## src/rtl/mem_stage_pkg.sv

```systemverilog
// Shared types for the memory-access stage: memory op encoding, stage packets,
// error codes, FSM state constants and small op-decoding helpers.
package mem_stage_pkg;

  typedef enum logic [3:0] {
    MEM_NONE = 4'd0,
    LB       = 4'd1,
    LH       = 4'd2,
    LW       = 4'd3,
    LBU      = 4'd4,
    LHU      = 4'd5,
    SB       = 4'd6,
    SH       = 4'd7,
    SW       = 4'd8
  } mem_op_t;

  typedef enum logic [1:0] {
    ERR_NONE     = 2'd0,
    ERR_MISALIGN = 2'd1,
    ERR_BUS      = 2'd2
  } err_code_t;

  // Access FSM states.
  localparam logic [1:0] ST_IDLE = 2'd0;
  localparam logic [1:0] ST_WAIT = 2'd1;
  localparam logic [1:0] ST_DONE = 2'd2;

  typedef struct packed {
    logic [31:0] pc;
    logic [31:0] inst32;
    logic        inst_valid;
    logic [31:0] aux;
    logic [4:0]  dest_reg;
    logic [31:0] res;        // effective address or ALU result
    mem_op_t     mem_op;
    logic [31:0] store_data;
  } ex2mem_pkt_t;

  typedef struct packed {
    logic [31:0] pc;
    logic [31:0] inst32;
    logic        inst_valid;
    logic [4:0]  dest_reg;
    logic [31:0] wb_data;
    err_code_t   err;
  } mem2wb_pkt_t;

  function automatic logic is_store_op(mem_op_t op);
    return op inside {SB, SH, SW};
  endfunction

  // Halfwords need an even address, words a 4-byte aligned one.
  function automatic logic addr_misaligned(mem_op_t op, logic [1:0] off);
    case (op)
      LH, LHU, SH: return off[0];
      LW, SW:      return off != 2'b00;
      default:     return 1'b0;
    endcase
  endfunction

endpackage

```

## src/rtl/mem_load_align.sv

```systemverilog
// Selects the addressed byte/halfword lane of a load response and applies
// sign or zero extension according to the load type.
module mem_load_align
  import mem_stage_pkg::*;
(
  input  logic [31:0] rdata,
  input  logic [1:0]  offset,
  input  mem_op_t     mem_op,
  output logic [31:0] data
);

  logic [7:0]  byte_sel;
  logic [15:0] half_sel;

  assign byte_sel = 8'(rdata >> {offset, 3'b000});
  assign half_sel = offset[1] ? rdata[31:16] : rdata[15:0];

  // Extend the selected lane to 32 bits.
  always_comb begin
    // NOTE: default assignment first so no path leaves data unassigned (no latch).
    data = rdata;
    case (mem_op)
      LB:      data = {{24{byte_sel[7]}}, byte_sel};
      LBU:     data = {24'h0, byte_sel};
      LH:      data = {{16{half_sel[15]}}, half_sel};
      LHU:     data = {16'h0, half_sel};
      default: data = rdata;
    endcase
  end

endmodule

```

## src/rtl/mem_stage.sv

```systemverilog
// Memory-access pipeline stage: registers the execute packet, runs at most one
// req/gnt/rvalid data access per instruction, aligns load data and presents
// a writeback packet. Stalls upstream while an access is outstanding.
module mem_stage
  import mem_stage_pkg::*;
#(
  parameter int unsigned TIMEOUT_CYCLES = 255
) (
  input  logic        clk,
  input  logic        rst,
  input  logic        stall_i,
  input  ex2mem_pkt_t ex2mem_i,
  output logic        stall_o,
  output logic        dmem_req,
  output logic        dmem_we,
  output logic [31:0] dmem_addr,
  output logic [3:0]  dmem_be,
  output logic [31:0] dmem_wdata,
  input  logic        dmem_gnt,
  input  logic        dmem_rvalid,
  input  logic [31:0] dmem_rdata,
  output logic        misalign_o,
  output mem2wb_pkt_t mem2wb_o
);

  localparam logic [7:0] TIMEOUT_LAST = 8'(TIMEOUT_CYCLES - 1);

  ex2mem_pkt_t ex_q;
  logic [1:0]  state_q;
  logic [7:0]  cnt_q;
  logic [31:0] rdata_q;
  logic        bus_err_q;

  logic        mem_access;
  logic        misaligned;
  logic        access_ok;
  logic        is_store;
  logic [31:0] load_data;
  logic        unused_aux;

  assign mem_access = ex_q.inst_valid && (ex_q.mem_op != MEM_NONE);
  assign misaligned = mem_access && addr_misaligned(ex_q.mem_op, ex_q.res[1:0]);
  assign access_ok  = mem_access && !misaligned;
  assign is_store   = is_store_op(ex_q.mem_op);
  assign stall_o    = access_ok && (state_q != ST_DONE);
  assign misalign_o = misaligned;
  assign unused_aux = ^ex_q.aux;

  // Pipeline register: advances only when neither we nor downstream stall.
  always_ff @(posedge clk or posedge rst) begin
    // NOTE: non-blocking assignments for all clocked state to avoid ordering races.
    if (rst)                      ex_q <= '0;
    else if (!stall_i && !stall_o) ex_q <= ex2mem_i;
  end

  // Access FSM: request in IDLE, wait for response or timeout, hold in DONE.
  always_ff @(posedge clk or posedge rst) begin
    if (rst) begin
      state_q   <= ST_IDLE;
      cnt_q     <= 8'd0;
      rdata_q   <= 32'h0;
      bus_err_q <= 1'b0;
    end else begin
      case (state_q)
        ST_IDLE: if (access_ok && dmem_gnt) begin
          state_q   <= ST_WAIT;
          cnt_q     <= 8'd0;
          bus_err_q <= 1'b0;
        end
        ST_WAIT: begin
          cnt_q <= cnt_q + 8'd1;
          if (dmem_rvalid) begin
            state_q <= ST_DONE;
            rdata_q <= dmem_rdata;
          end else if (cnt_q == TIMEOUT_LAST) begin
            state_q   <= ST_DONE;
            rdata_q   <= 32'h0;
            bus_err_q <= 1'b1;
          end
        end
        ST_DONE: if (!stall_i) state_q <= ST_IDLE;
        default: state_q <= ST_IDLE;
      endcase
    end
  end

  assign dmem_req  = access_ok && (state_q == ST_IDLE);
  assign dmem_we   = is_store;
  assign dmem_addr = {ex_q.res[31:2], 2'b00};

  // Byte enables and lane-replicated store data by access size.
  always_comb begin
    dmem_be    = 4'b1111;
    dmem_wdata = ex_q.store_data;
    case (ex_q.mem_op)
      LB, LBU, SB: begin
        dmem_be    = 4'b0001 << ex_q.res[1:0];
        dmem_wdata = {4{ex_q.store_data[7:0]}};
      end
      LH, LHU, SH: begin
        dmem_be    = ex_q.res[1] ? 4'b1100 : 4'b0011;
        dmem_wdata = {2{ex_q.store_data[15:0]}};
      end
      default: ;
    endcase
  end

  mem_load_align u_load_align (
    .rdata  (rdata_q),
    .offset (ex_q.res[1:0]),
    .mem_op (ex_q.mem_op),
    .data   (load_data)
  );

  // Writeback packet: bubble while stalled, otherwise the resident result.
  always_comb begin
    mem2wb_o = '0;
    if (!stall_o) begin
      mem2wb_o.pc         = ex_q.pc;
      mem2wb_o.inst32     = ex_q.inst32;
      mem2wb_o.inst_valid = ex_q.inst_valid;
      mem2wb_o.dest_reg   = ex_q.dest_reg;
      mem2wb_o.wb_data    = ex_q.res;
      if (misaligned) begin
        mem2wb_o.err      = ERR_MISALIGN;
        mem2wb_o.dest_reg = 5'd0;
      end else if (access_ok) begin
        // Here the FSM is in DONE, so rdata_q/bus_err_q belong to this access.
        if (is_store) mem2wb_o.dest_reg = 5'd0;
        else          mem2wb_o.wb_data  = load_data;
        if (bus_err_q) begin
          mem2wb_o.err      = ERR_BUS;
          mem2wb_o.dest_reg = 5'd0;
        end
      end
    end
  end

endmodule

```

## config.mk

```make
export PLATFORM = sky130hd
export DESIGN_NAME = mem_stage
export DESIGN_NICKNAME = d
export VERILOG_FILES = /design/src/rtl/mem_stage_pkg.sv /design/src/rtl/mem_load_align.sv /design/src/rtl/mem_stage.sv
export SDC_FILE = /design/constraint.sdc
export NUM_CORES = 1
export LEC_CHECK = 0
export ABC_CLOCK_PERIOD_IN_PS = 9200
export CAP_MARGIN = 20
export CORE_MARGIN = 1.5
export CORE_UTILIZATION = 45
export DETAILED_ROUTE_END_ITERATION = 10
export PLACE_DENSITY = 0.92
export SLEW_MARGIN = 0
export SYNTH_ARGS = -nofsm -noshare
export SYNTH_HDL_FRONTEND = slang
export SYNTH_SLANG_ARGS = --single-unit
```

## constraint.sdc

```tcl
create_clock -name clk -period 9.2 [get_ports clk]
set_input_delay 2.76 -clock clk [delete_from_list [all_inputs] [get_ports clk]]
set_output_delay 2.76 -clock clk [all_outputs]
set_load 0.03 [all_outputs]
```

## Yosys cells after proc, flatten, opt, wreduce, memory -nomap -nowiden

Index checks and enable logic that the tools add are counted.

- Output and inout port bits: 176
- Register bits after elaboration: 181
- Input bits: 207
- Word-level logic and storage cells: 82

- Mux-type cells: 28
- Shift-type cells: 2
- Reductions and logical operators: 23
- Equal/unequal tests: 17
- Add/sub/neg operators: 1

Operators by type and width:

| kind | count |
|---|---|
| 32-bit 2-to-1 mux | 4 |
| 32-bit one-hot mux with 4 select lines | 1 |
| 104-bit 2-to-1 mux | 1 |
| 32-bit one-hot mux with 2 select lines | 1 |
| 39-bit 2-to-1 mux | 1 |
| 32-bit by 5-bit right shift with 8-bit output | 1 |
| 4-bit by 3-bit == test with 1-bit output, second input constant | 4 |
| 16-bit 2-to-1 mux | 1 |
| 8-bit one-hot mux with 2 select lines | 1 |
| 5-bit 2-to-1 mux | 3 |
| 2-bit 2-to-1 mux | 6 |
| 2-bit inequality test, second input constant | 5 |
| 8-bit by 1-bit adder with 8-bit output, second input constant | 1 |
| 4-bit by 2-bit == test with 1-bit output, second input constant | 2 |
| 8-bit == test, second input constant | 1 |
| 8-bit 2-to-1 mux | 1 |
| 4-bit one-hot mux with 2 select lines | 1 |
| 1-bit logical AND | 7 |
| 2-bit one-hot mux with 3 select lines | 1 |
| 2-bit nonzero test | 3 |
| 3-bit OR reduction | 2 |
| 4-bit by 1-bit == test with 1-bit output, second input constant | 1 |
| 4-bit == test, second input constant | 1 |
| 4-bit 2-to-1 mux | 1 |
| 14 further kinds | 20 |

## Logic depth before layout (Yosys ltp)

- Word-level depth: 9
- Depth in mapped cells: 7
- Mapped depth without buffers: 6

## Modules after synthesis

Synthesis repeated with hierarchy kept, for this count alone.

- Cell total of the unflattened synthesis: 861
- Area total of the unflattened synthesis: 10183.5 um^2

By module, submodules not included:

| module | cells an instance | sequential area each (um^2) | instances | area each (um^2) |
|---|---|---|---|---|
| mem_stage | 769 | 4529.3 | 1 | 9485.3 |
| mem_load_align | 92 | 0.0 | 1 | 698.2 |

## Worst setup path after synthesis

Ideal clock, no wire load.

- Path kind: register -> output
- Start point: register ex_q[34] in the netlist's numbering
- End point: output port mem2wb_o[3] in the netlist's numbering
- Data required time: 6.440 ns
- Arrival: 2.411 ns
- Setup slack: 4.029 ns
- Cell stages (with the launch flop): 6
- Path buffers: 1
- Cell sequence: dfrtp_1 buf_2 o21a_1 nor3_2 mux2_2 o32ai_1

RTL lines:

| element | line | text |
|---|---|---|
| from (decl) | mem_stage.sv:28 | `ex2mem_pkt_t ex_q;` |
| from (signal assigned) | mem_stage.sv:53 | `else if (!stall_i && !stall_o) ex_q <= ex2mem_i;` |
| to (decl) | mem_stage.sv:23 | `output mem2wb_pkt_t mem2wb_o` |

==> reports/metrics.csv <==
stage,metric,value,unit
outcome,status,finished clean,
clock_network,htree_levels,4,
logic_synthesis,netlist.area_leader.share,45.1,%
sta,setup_tns,0,ns
route,drt-total-wl,28600,µm
clock_network,cts_buffer_depth,2,
sta,tightest_slew,1.09,ns
sta,period_share,71.4,%
route,first_pass_iters,5,
sta,hold-worst-slack,0.489,ns
logic_synthesis,synth_seq_area_share,45.1,%
setup_path,required,6.44,ns
finish,drive_above_1_share,20.2,%
clock_network,post_cts_buffers,0,
logic_synthesis,synth_area_leaders,"dfrtp_1, mux2_4, nor2b_1, mux2_2, buf_4",
floorplanning,start_util,46.0,%
grt,overflow,0,
sta,rsz0062_at_grt,false,
finish,nets,1295,
finish,final_util,63.8,%
logic_synthesis,synthCells,806,
logic_synthesis,async_flop_share,100,%
floorplanning,fp.coreArea,0.0218,mm²
sta,relSlewSlack,27.0,%
finish,seq_area,0.00453,mm²
route,drc,0,
setup_path,cp-start-kind,flip-flop,
route,routedWlPerCell,20.7,µm
logic_synthesis,synth_edf_count,0,
sta,slew_viol_final,0,
min_path,hold_class,reg2reg,
logic_synthesis,syn_area_per_cell,12.4,µm²
grt,grt_max_degree,108,
finish,layout_commonest_cell,clkdlybuf4s50_1,
logic_synthesis,yosys_warnings,0,
logic_synthesis,synth_top_area_cell,dfrtp_1,
logic_synthesis,netlist_area,0.0100,mm²
grt,track_usage,24.3,%
route,ant_nets,0,
clock_network,clock_sinks,181,
setup_path,worst-r2r-setup-slack,5.29,ns
finish,final_cells,1381,
clock_network,worstSkewPairLatency,0.44,ns
floorplanning,die_area,0.0232,mm²
placement,portBuffers,348,
logic_synthesis,ys_seq_elements,181,
route,vias,7689,
floorplanning,die_x,152,µm
logic_synthesis,synth_cell_types,67,
setup_path,crit_type,reg2out,
floorplanning,die_y,152,µm
route,first_iter_violations,406,
setup_path,path_max_fanout,23,
finish,multi_input_area,0.00463,mm²
floorplanning,io_pins,383,
placement,hpwl,20600,µm
grt,grt_pass1_vias,7915,
clock_network,numCtsBuffers,17,
sta,fmax,152,MHz
placement,place.gp.congestion,0.873,
sta,min_period,6.57,ns
placement,placed_cells,1345,
grt,antenna_found_initial,3,
clock_network,cts_tree,built,
sta,finalSetupViolCount,0,
finish,area_delta_synth_final,38.8,%
clock_network,root_buffer,clkbuf_16,
clock_network,clkTransAtPathRegs,0.09,ns
job,cap_violations,0,
finish,fill_cells,1560,
sta,final_hold_viol_count,0,
clock_network,cts-hold-fix-buffers,0,
floorplanning,rows,54,
setup_path,critPathArrivalTime,3.81,ns
sta,finClkSkew,0.0253,ns
logic_synthesis,synth_ff_type,dfrtp_1,
finish,layout_common_cells,"clkdlybuf4s50_1, dfrtp_1, mux2_4",
setup_path,crit_path_end_kind,primary output,
route,vias_per_cell,5.57,
clock_network,cts.repair.resized,0,
grt,grt_pass1_wl,44400,µm
through the flow:
step	cell area, µm²	setup slack, ns
after floorplan	10000	1.52
after global placement	13200	3.23
after detailed placement	13200	3.16
after CTS	13900	2.71
after global routing	13900	2.42
final	13900	2.63
synthesized netlist by cell type (4+ instances only):
cell,number
buf_6,4
nor2_1,32
mux2_2,30
nand3_1,6
dfrtp_1,181
mux2_1,8
nor3_1,8
nor2b_1,66
a222oi_1,8
a21oi_1,14
buf_4,41
clkbuf_1,28
a32o_1,5
buf_12,10
or2_2,5
o22ai_1,7
buf_2,13
nand2b_1,5
mux2i_1,6
o21ai_0,11
o211ai_1,4
and2_1,7
o32ai_1,21
mux2_4,120
a22o_1,32
o21a_1,5
inv_1,42
mux4_2,8
o2bb2ai_1,7
nand2_1,13
flip-flops by register name (all words and copies together), names as in the netlist:
signal	flops
bus_err_q	1
rdata_q	32
cnt_q	8
state_q	2
dmem_addr	30
ex_q	108
cells by family after synthesis:
kind of cell	Yosys count	synth area share, %
AND/OR/NAND/NOR	164	9.32
flip-flops	181	45.1
AO/OA/AOI/OAI	143	11.4
multiplexers	172	24.6
XOR/XNOR	2	0.175
buffers and inverters	141	9.02
other	1	0.0374
adder cells (fa/ha/maj)	2	0.249
layer usage:
layer  wire length, µm  share of wire (%)  GRT usage (%)  vias up
met3              2100                7.4           6.74       73
met4              1100                3.9           10.5        4
li1                  -                  -              -     3411
met2             14000                 49           40.1      361
met5                23              0.081              0        -
met1             11300                 40           29.8     3840
worst max-delay path, stage by stage, from the launching register on:
cell and delay (ns):
dfrtp_1 0.80, xor2_1 0.88, nand2_1 0.42, or2_2 0.41, a32o_1 0.27, clkdlybuf4s50_1 0.60
layout make-up:
type,count,share of cell area [%]
Antenna cell,2,0.0359
Clock buffer,17,3.05
Clock inverter,15,1.61
Inverter,42,1.17
Multi-Input combinational cell,485,33.2
Sequential cell,181,32.5
Tap cell,280,2.52
Timing Repair Buffer,359,25.9
worst paths after layout:
kind / from / to / cells past startpoint
max in group asynchronous: rst / dmem_addr[29]$_DFFE_PP0P_ / 3
hold / removal: ex_q[161]$_DFFE_PP0P_ / ex_q[161]$_DFFE_PP0P_ / 1
setup / recovery: ex_q[34]$_DFFE_PP0P_ / mem2wb_o[2] / 5
min in group asynchronous: rst / ex_q[165]$_DFFE_PP0P_ / 2
hold reg to reg: ex_q[161]$_DFFE_PP0P_ / ex_q[161]$_DFFE_PP0P_ / 1
setup reg to reg: ex_q[34]$_DFFE_PP0P_ / ex_q[147]$_DFFE_PP0P_ / 6
Power is left out: the tool's default activity adds up to more than one toggle a clock period on the data nets, which glitch-free logic cannot reach.
